`src/rtl/seq_divider_if.sv`:
```
// ============================================================================
// seq_divider_if : operand/result handshake bundle for seq_divider
// Revision 1.0
// ============================================================================
`default_nettype none

interface seq_divider_if #(
  parameter int A_DW = 11,
  parameter int B_DW = 11
);
  logic            div_in_vld;
  logic            div_in_rdy;
  logic [A_DW-1:0] div_in1;
  logic [B_DW-1:0] div_in2;
  logic            div_out_vld;
  logic            div_out_rdy;
  logic [A_DW-1:0] quot;
  logic [B_DW-1:0] rem;
  logic            div_by_zero;

  modport master (
    output div_in_vld, div_in1, div_in2, div_out_rdy,
    input  div_in_rdy, div_out_vld, quot, rem, div_by_zero
  );

  modport slave (
    input  div_in_vld, div_in1, div_in2, div_out_rdy,
    output div_in_rdy, div_out_vld, quot, rem, div_by_zero
  );
endinterface

`default_nettype wire

```
`src/rtl/seq_divider.sv`:
```
// ============================================================================
// seq_divider : radix-2 restoring divider, one quotient bit per clock
// Revision 1.0
// ============================================================================
`default_nettype none

module seq_divider #(
  parameter int A_SIGNED = 0,
  parameter int B_SIGNED = 0,
  parameter int A_DW     = 11,
  parameter int B_DW     = 11
) (
  input  logic          clk,
  input  logic          rst_n,
  seq_divider_if.slave  dif
);

  localparam int CW = $clog2(A_DW);
  localparam logic [CW-1:0] C_LAST = CW'(A_DW - 1);

  typedef enum logic [1:0] {
    S_IDLE = 2'd0,
    S_CALC = 2'd1,
    S_FIX  = 2'd2,
    S_DONE = 2'd3
  } state_t;

  state_t          state_q, state_d;
  logic [CW-1:0]   cnt_q, cnt_d;
  logic            neg_a_q, neg_a_d;
  logic            neg_b_q, neg_b_d;
  logic [B_DW-1:0] mag_b_q, mag_b_d;
  logic [A_DW-1:0] qsr_q, qsr_d;
  logic [B_DW-1:0] part_q, part_d;
  logic [A_DW-1:0] quot_q, quot_d;
  logic [B_DW-1:0] rem_q, rem_d;
  logic            dbz_q, dbz_d;
  logic            out_vld_q, out_vld_d;

  logic            w_neg_a;
  logic            w_neg_b;
  logic [A_DW-1:0] w_mag_a;
  logic [B_DW-1:0] w_mag_b;
  logic [B_DW:0]   w_r_shift;
  logic            w_ge;
  logic [B_DW-1:0] w_r_sub;

  assign w_neg_a = (A_SIGNED != 0) && dif.div_in1[A_DW-1];
  assign w_neg_b = (B_SIGNED != 0) && dif.div_in2[B_DW-1];
  // Two's-complement negate leaves the most-negative value unchanged,
  // which read as unsigned is exactly its magnitude.
  assign w_mag_a = w_neg_a ? (~dif.div_in1 + 1'b1) : dif.div_in1;
  assign w_mag_b = w_neg_b ? (~dif.div_in2 + 1'b1) : dif.div_in2;

  // Partial remainder stays below the divisor, so B_DW bits hold it and
  // the shifted trial value needs just one extra bit.
  assign w_r_shift = {part_q, qsr_q[A_DW-1]};
  assign w_ge      = (w_r_shift >= {1'b0, mag_b_q});
  assign w_r_sub   = B_DW'(w_r_shift - {1'b0, mag_b_q});

  always_comb begin
    state_d   = state_q;
    cnt_d     = cnt_q;
    neg_a_d   = neg_a_q;
    neg_b_d   = neg_b_q;
    mag_b_d   = mag_b_q;
    qsr_d     = qsr_q;
    part_d    = part_q;
    quot_d    = quot_q;
    rem_d     = rem_q;
    dbz_d     = dbz_q;
    out_vld_d = out_vld_q;

    case (state_q)
      S_IDLE: begin
        if (dif.div_in_vld) begin
          neg_a_d = w_neg_a;
          neg_b_d = w_neg_b;
          mag_b_d = w_mag_b;
          qsr_d   = w_mag_a;
          part_d  = '0;
          cnt_d   = '0;
          if (dif.div_in2 == '0) begin
            state_d   = S_DONE;
            quot_d    = '1;
            rem_d     = '0;
            dbz_d     = 1'b1;
            out_vld_d = 1'b1;
          end else begin
            state_d = S_CALC;
          end
        end
      end

      S_CALC: begin
        if (w_ge) begin
          part_d = w_r_sub;
          qsr_d  = {qsr_q[A_DW-2:0], 1'b1};
        end else begin
          part_d = w_r_shift[B_DW-1:0];
          qsr_d  = {qsr_q[A_DW-2:0], 1'b0};
        end
        cnt_d = cnt_q + 1'b1;
        if (cnt_q == C_LAST) begin
          state_d = S_FIX;
        end
      end

      S_FIX: begin
        quot_d    = (neg_a_q ^ neg_b_q) ? (~qsr_q + 1'b1) : qsr_q;
        rem_d     = neg_a_q ? (~part_q + 1'b1) : part_q;
        dbz_d     = 1'b0;
        out_vld_d = 1'b1;
        state_d   = S_DONE;
      end

      S_DONE: begin
        if (dif.div_out_rdy) begin
          out_vld_d = 1'b0;
          state_d   = S_IDLE;
        end
      end

      default: begin
        state_d = S_IDLE;
      end
    endcase
  end

  always_ff @(posedge clk) begin
    if (!rst_n) begin
      state_q   <= S_IDLE;
      cnt_q     <= '0;
      neg_a_q   <= 1'b0;
      neg_b_q   <= 1'b0;
      mag_b_q   <= '0;
      qsr_q     <= '0;
      part_q    <= '0;
      quot_q    <= '0;
      rem_q     <= '0;
      dbz_q     <= 1'b0;
      out_vld_q <= 1'b0;
    end else begin
      state_q   <= state_d;
      cnt_q     <= cnt_d;
      neg_a_q   <= neg_a_d;
      neg_b_q   <= neg_b_d;
      mag_b_q   <= mag_b_d;
      qsr_q     <= qsr_d;
      part_q    <= part_d;
      quot_q    <= quot_d;
      rem_q     <= rem_d;
      dbz_q     <= dbz_d;
      out_vld_q <= out_vld_d;
    end
  end

  assign dif.div_in_rdy  = (state_q == S_IDLE);
  assign dif.div_out_vld = out_vld_q;
  assign dif.quot        = quot_q;
  assign dif.rem         = rem_q;
  assign dif.div_by_zero = dbz_q;

endmodule

`default_nettype wire

```
`src/flat_wrapper.sv`:
```
// flat-port wrapper written by rule: the top's interface ports become plain ports
module seq_divider_flat 
#(
  parameter int A_SIGNED = 0,
  parameter int B_SIGNED = 0,
  parameter int A_DW     = 11,
  parameter int B_DW     = 11
)
  (clk, rst_n, dif_div_in_vld, dif_div_in1, dif_div_in2, dif_div_out_rdy, dif_div_in_rdy, dif_div_out_vld, dif_quot, dif_rem, dif_div_by_zero);
  seq_divider_if #(.A_DW(A_DW), .B_DW(B_DW)) dif_i ();
  input  logic clk;
  input  logic rst_n;
  input wire logic [$bits(dif_i.div_in_vld)-1:0] dif_div_in_vld;
  input wire logic [$bits(dif_i.div_in1)-1:0] dif_div_in1;
  input wire logic [$bits(dif_i.div_in2)-1:0] dif_div_in2;
  input wire logic [$bits(dif_i.div_out_rdy)-1:0] dif_div_out_rdy;
  output wire logic [$bits(dif_i.div_in_rdy)-1:0] dif_div_in_rdy;
  output wire logic [$bits(dif_i.div_out_vld)-1:0] dif_div_out_vld;
  output wire logic [$bits(dif_i.quot)-1:0] dif_quot;
  output wire logic [$bits(dif_i.rem)-1:0] dif_rem;
  output wire logic [$bits(dif_i.div_by_zero)-1:0] dif_div_by_zero;
  assign dif_i.div_in_vld = dif_div_in_vld;
  assign dif_i.div_in1 = dif_div_in1;
  assign dif_i.div_in2 = dif_div_in2;
  assign dif_i.div_out_rdy = dif_div_out_rdy;
  assign dif_div_in_rdy = dif_i.div_in_rdy;
  assign dif_div_out_vld = dif_i.div_out_vld;
  assign dif_quot = dif_i.quot;
  assign dif_rem = dif_i.rem;
  assign dif_div_by_zero = dif_i.div_by_zero;
  seq_divider #(.A_SIGNED(A_SIGNED), .B_SIGNED(B_SIGNED), .A_DW(A_DW), .B_DW(B_DW)) u_core (.clk(clk), .rst_n(rst_n), .dif(dif_i));
endmodule
```
`config.mk`:
```
export PLATFORM = sky130hd
export DESIGN_NAME = seq_divider_flat
export DESIGN_NICKNAME = d
export VERILOG_FILES = /design/src/rtl/seq_divider_if.sv /design/src/rtl/seq_divider.sv /design/src/flat_wrapper.sv
export SDC_FILE = /design/constraint.sdc
export NUM_CORES = 1
export LEC_CHECK = 0
export ABC_CLOCK_PERIOD_IN_PS = 7400
export CAP_MARGIN = 20
export CORE_MARGIN = 3
export CORE_UTILIZATION = 68
export DETAILED_ROUTE_END_ITERATION = 12
export DONT_BUFFER_PORTS = 1
export GPL_ROUTABILITY_DRIVEN = 0
export PLACE_DENSITY = 0.91
export REMOVE_ABC_BUFFERS = 1
export SYNTH_ARGS = -nofsm -noshare
export SYNTH_HDL_FRONTEND = slang
export SYNTH_SLANG_ARGS = --single-unit
```
`constraint.sdc`:
```
create_clock -name clk -period 7.4 [get_ports clk]
set_clock_uncertainty 0.15 [all_clocks]
set_input_delay 2.22 -clock clk [delete_from_list [all_inputs] [get_ports clk]]
set_output_delay 2.22 -clock clk [all_outputs]
set_load 0.03 [all_outputs]
```
==> summary.txt <==
CTS
  • CTS tree: built
  • Clock Tree Buf Depth: 2
  • Post-CTS Repair Setup Buffers: 0
  • Worst-path clk slew: roughly 80 ps
  • Skew-Pair Late Insertion Delay: approximately 360 ps
  • Hold_buf cts: 0
  • H-Tree Level Count: 3
  • Clock Tree Root: clkbuf_8
  • Clock sink count: 63
  • CTS buffer count: 9
  • Post-CTS sizing: 0

Floorplan
  • Core area: between 4000 and 5000 µm²
  • Die ar.: approximately 5700 µm²
  • Row Count: 24
  • IO Count: 51
  • Initial core utilization: between 70% and 80%
  • Die Span X: 75.45 µm
  • Die height: about 75 µm

Route
  • Vias: between 2000 and 3000
  • Routed WL: ~7.9 mm
  • DR WL met3: about 500 µm
  • DRT iter0 DRCs: between 200 and 250
  • DRC Markers: 0
  • Routed Antenna Nets: 0
  • Met1 wire length: around 3.3 mm
  • Via density per instance: approximately 6.6
  • Routed met2 length: roughly 3.7 mm
  • Top layer reached by signal wires: met4
  • DR WL/cell: around 18 µm
  • DRT Pass-1 Iters: 5

Global route
  • Vias in the first global route: 2731
  • Largest net degree at the start of global routing: 38
  • Global-route congestion overflow total: 0
  • First-pass GRT wire length: roughly 13 mm
  • Total global-route track usage: around 30%
  • Initial antenna violation count: 0

Worst setup path
  • Crit Path Max Fanout: 11
  • CP max stage cell: o21ai_1
  • CP Capture Type: register
  • Setup Crit Path Kind: input pin to register
  • Worst EP arrival: approximately 4000 ps
  • Crit path cell chain: nor4_1 -> nand2_1 -> o41ai_4 -> o21ai_1 -> a22oi_1 -> nor2b_1
  • Type of origin of the critical path: input pin
  • Largest stage delay, worst path: ~430 ps
  • CP required: 7490 ps

Placed design
  • DP HPWL: 5.274 mm
  • Dpl ws: 3246 ps
  • Placed cell count: roughly 420
  • Port Buffers: 0

Power and ir drop
  • Combinational power share: between 40% and 50%
  • Pwr/cell area: about 530 nW/µm²
  • Switching part of the total: between 40% and 50%
  • Int Pwr: just over 1 mW
  • IR drop worst, VDD: roughly 0.38 mV
  • Sequential share of power: between 30% and 40%
  • Pleak: 1.362 nW
  • Psw: ~0.85 mW
  • Clock power share: between 20% and 30%

Synthesis
  • Yosys cell types: 52
  • Most common cell in the netlist: dfxtp_1
  • Post-synth EDFFs: 0
  • Seq/Total Area, Yosys: about 38%
  • Ys async rst share: 0%
  • Synth area leader: dfxtp_1
  • Predominant post-synthesis flop cell: dfxtp_1
  • Cell Area, Synth: between 3000 and 4000 µm²
  • Area contributors post-synth: dfxtp_1 38%, ha_1 6.5%, nand2_1 5.8%
  • Flops & latches, synth: 63
  • Syn avg cell area: 8.387 µm²
  • Yosys warning count: 0
  • Most instantiated cells after synthesis: 63 x dfxtp_1, 51 x nand2_1, 38 x nor2_1
  • Synthesized instance count: 391
  • Proportion of netlist area held by the largest area contributor: about 38%

STA
  • Final period util: around half
  • Setup WS post-layout: 3578 ps
  • RSZ-0062 raised after global routing: no
  • Final setup violation count: 0
  • Final Hold Viols: 0
  • Worst Tran Pin Value: roughly 960 ps
  • Min Clock Period, post-route: 3822 ps
  • Slew Limit Fails: 0
  • Final hold slack: between 300 and 400 ps
  • TNS Setup: 0 ps
  • Worst relative slew slack: a little over a third
  • Fmax: roughly 260 MHz

Outcome
  • Status: finished, final reports clean

Final layout
  • Final net count: 425
  • Post-Route Utilization: just under 80%
  • Non-Filler Instances: between 400 and 500
  • Area Growth Syn to Fin: 6.944%
  • Ant diodes: 0
  • Ratio of cells with drive above 1 in the final layout: approximately 7.5%

Flow run
  • Maximum Capacitance Violations: 0

Hold path
  • Hold crit path type: register to register
-- power groups by stage --
stage,Clock (mW),Combinational [mW],Sequential (mW)
floorplan,0,0.698,0.546
detailed placement,0,0.870,0.572
global route,0.399,1.02,0.578
CTS,0.385,0.898,0.565
global placement,0,0.838,0.568
finish,0.383,0.913,0.567
-- cell usage in the layout, fill, tap and decap left out, types with 5 or more instances in the layout --
cell type,Yosys,routed
nor2b_1,13,13
a211oi_1,11,11
nor3_1,6,6
dfxtp_1,63,63
ha_1,17,17
nand2b_1,5,5
nor2_1,38,38
nand3_1,7,7
clkbuf_8,0,9
o211ai_1,18,18
inv_1,21,21
mux2i_1,13,13
o22ai_1,8,8
o21ai_0,9,9
a21oi_1,26,26
a22oi_1,12,12
nand2_1,51,51
-- state kept, by name (all words and copies together) (netlist names) --
| name | count |
|---|---|
| u_core.dif.quot | 11 |
| u_core.dif.rem | 11 |
| u_core.mag_b_q | 11 |
| u_core.part_q | 11 |
| u_core.qsr_q | 11 |
| u_core.cnt_q | 4 |
| u_core.state_q | 2 |
| u_core.dif.div_by_zero | 1 |
| u_core.dif.div_out_vld | 1 |
-- per-stage QoR --
step                power, mW  area [µm²]
floorplan               1.244        3168
global placement        1.406        3248
detailed placement      1.443        3248
CTS                     1.848        3500
global route            1.992        3507
finish                  1.863        3507
-- worst paths after layout --
check | start | to | slack (ps) | cells after the start
setup / recovery | dif_div_in2[10] | u_core.dif.rem[2] | 3580 | 6
hold / removal | u_core.mag_b_q[10] | u_core.mag_b_q[10] | 310 | 2
setup reg to reg | u_core.state_q[1] | u_core.part_q[9] | 4440 | 7
hold reg to reg | u_core.mag_b_q[10] | u_core.mag_b_q[10] | 310 | 2
-- area by class of cell --
cell class                      count  area (µm²)
Sequential cell                    63        1261
Timing Repair Buffer                3       22.52
Multi-Input combinational cell    282        1824
Clock inverter                      7       127.6
Fill cell                         308       997.2
Inverter                           22       82.58
Clock buffer                        9       123.9
Tap cell                           52       65.06
-- worst max-delay path: cells and delay by family --
family          cells  cell delay, ps
compound gates      3            1170
simple gates        3             510
-- cell families (layout without fill, tap and decap cells) --
group | Yosys count | after routing | synth area share, %
simple gates | 133 | 133 | 18.39
compound gates | 114 | 114 | 25.11
flops | 63 | 63 | 38.46
buf+inv | 46 | 41 | 5.913
fa+ha+maj | 18 | 18 | 7.096
mux | 13 | 13 | 3.968
xor+xnor | 4 | 4 | 1.068
-- layer usage --
| metal | global-route usage [%] | vias to the layer above |
|---|---|---|
| met5 | 0 | - |
| met4 | 18.06 | 0 |
| met3 | 7.784 | 42 |
| met2 | 46.88 | 134 |
| met1 | 36.87 | 1346 |
| li1 | - | 1382 |
No activity file was read; power rests on OpenSTA's default activity.
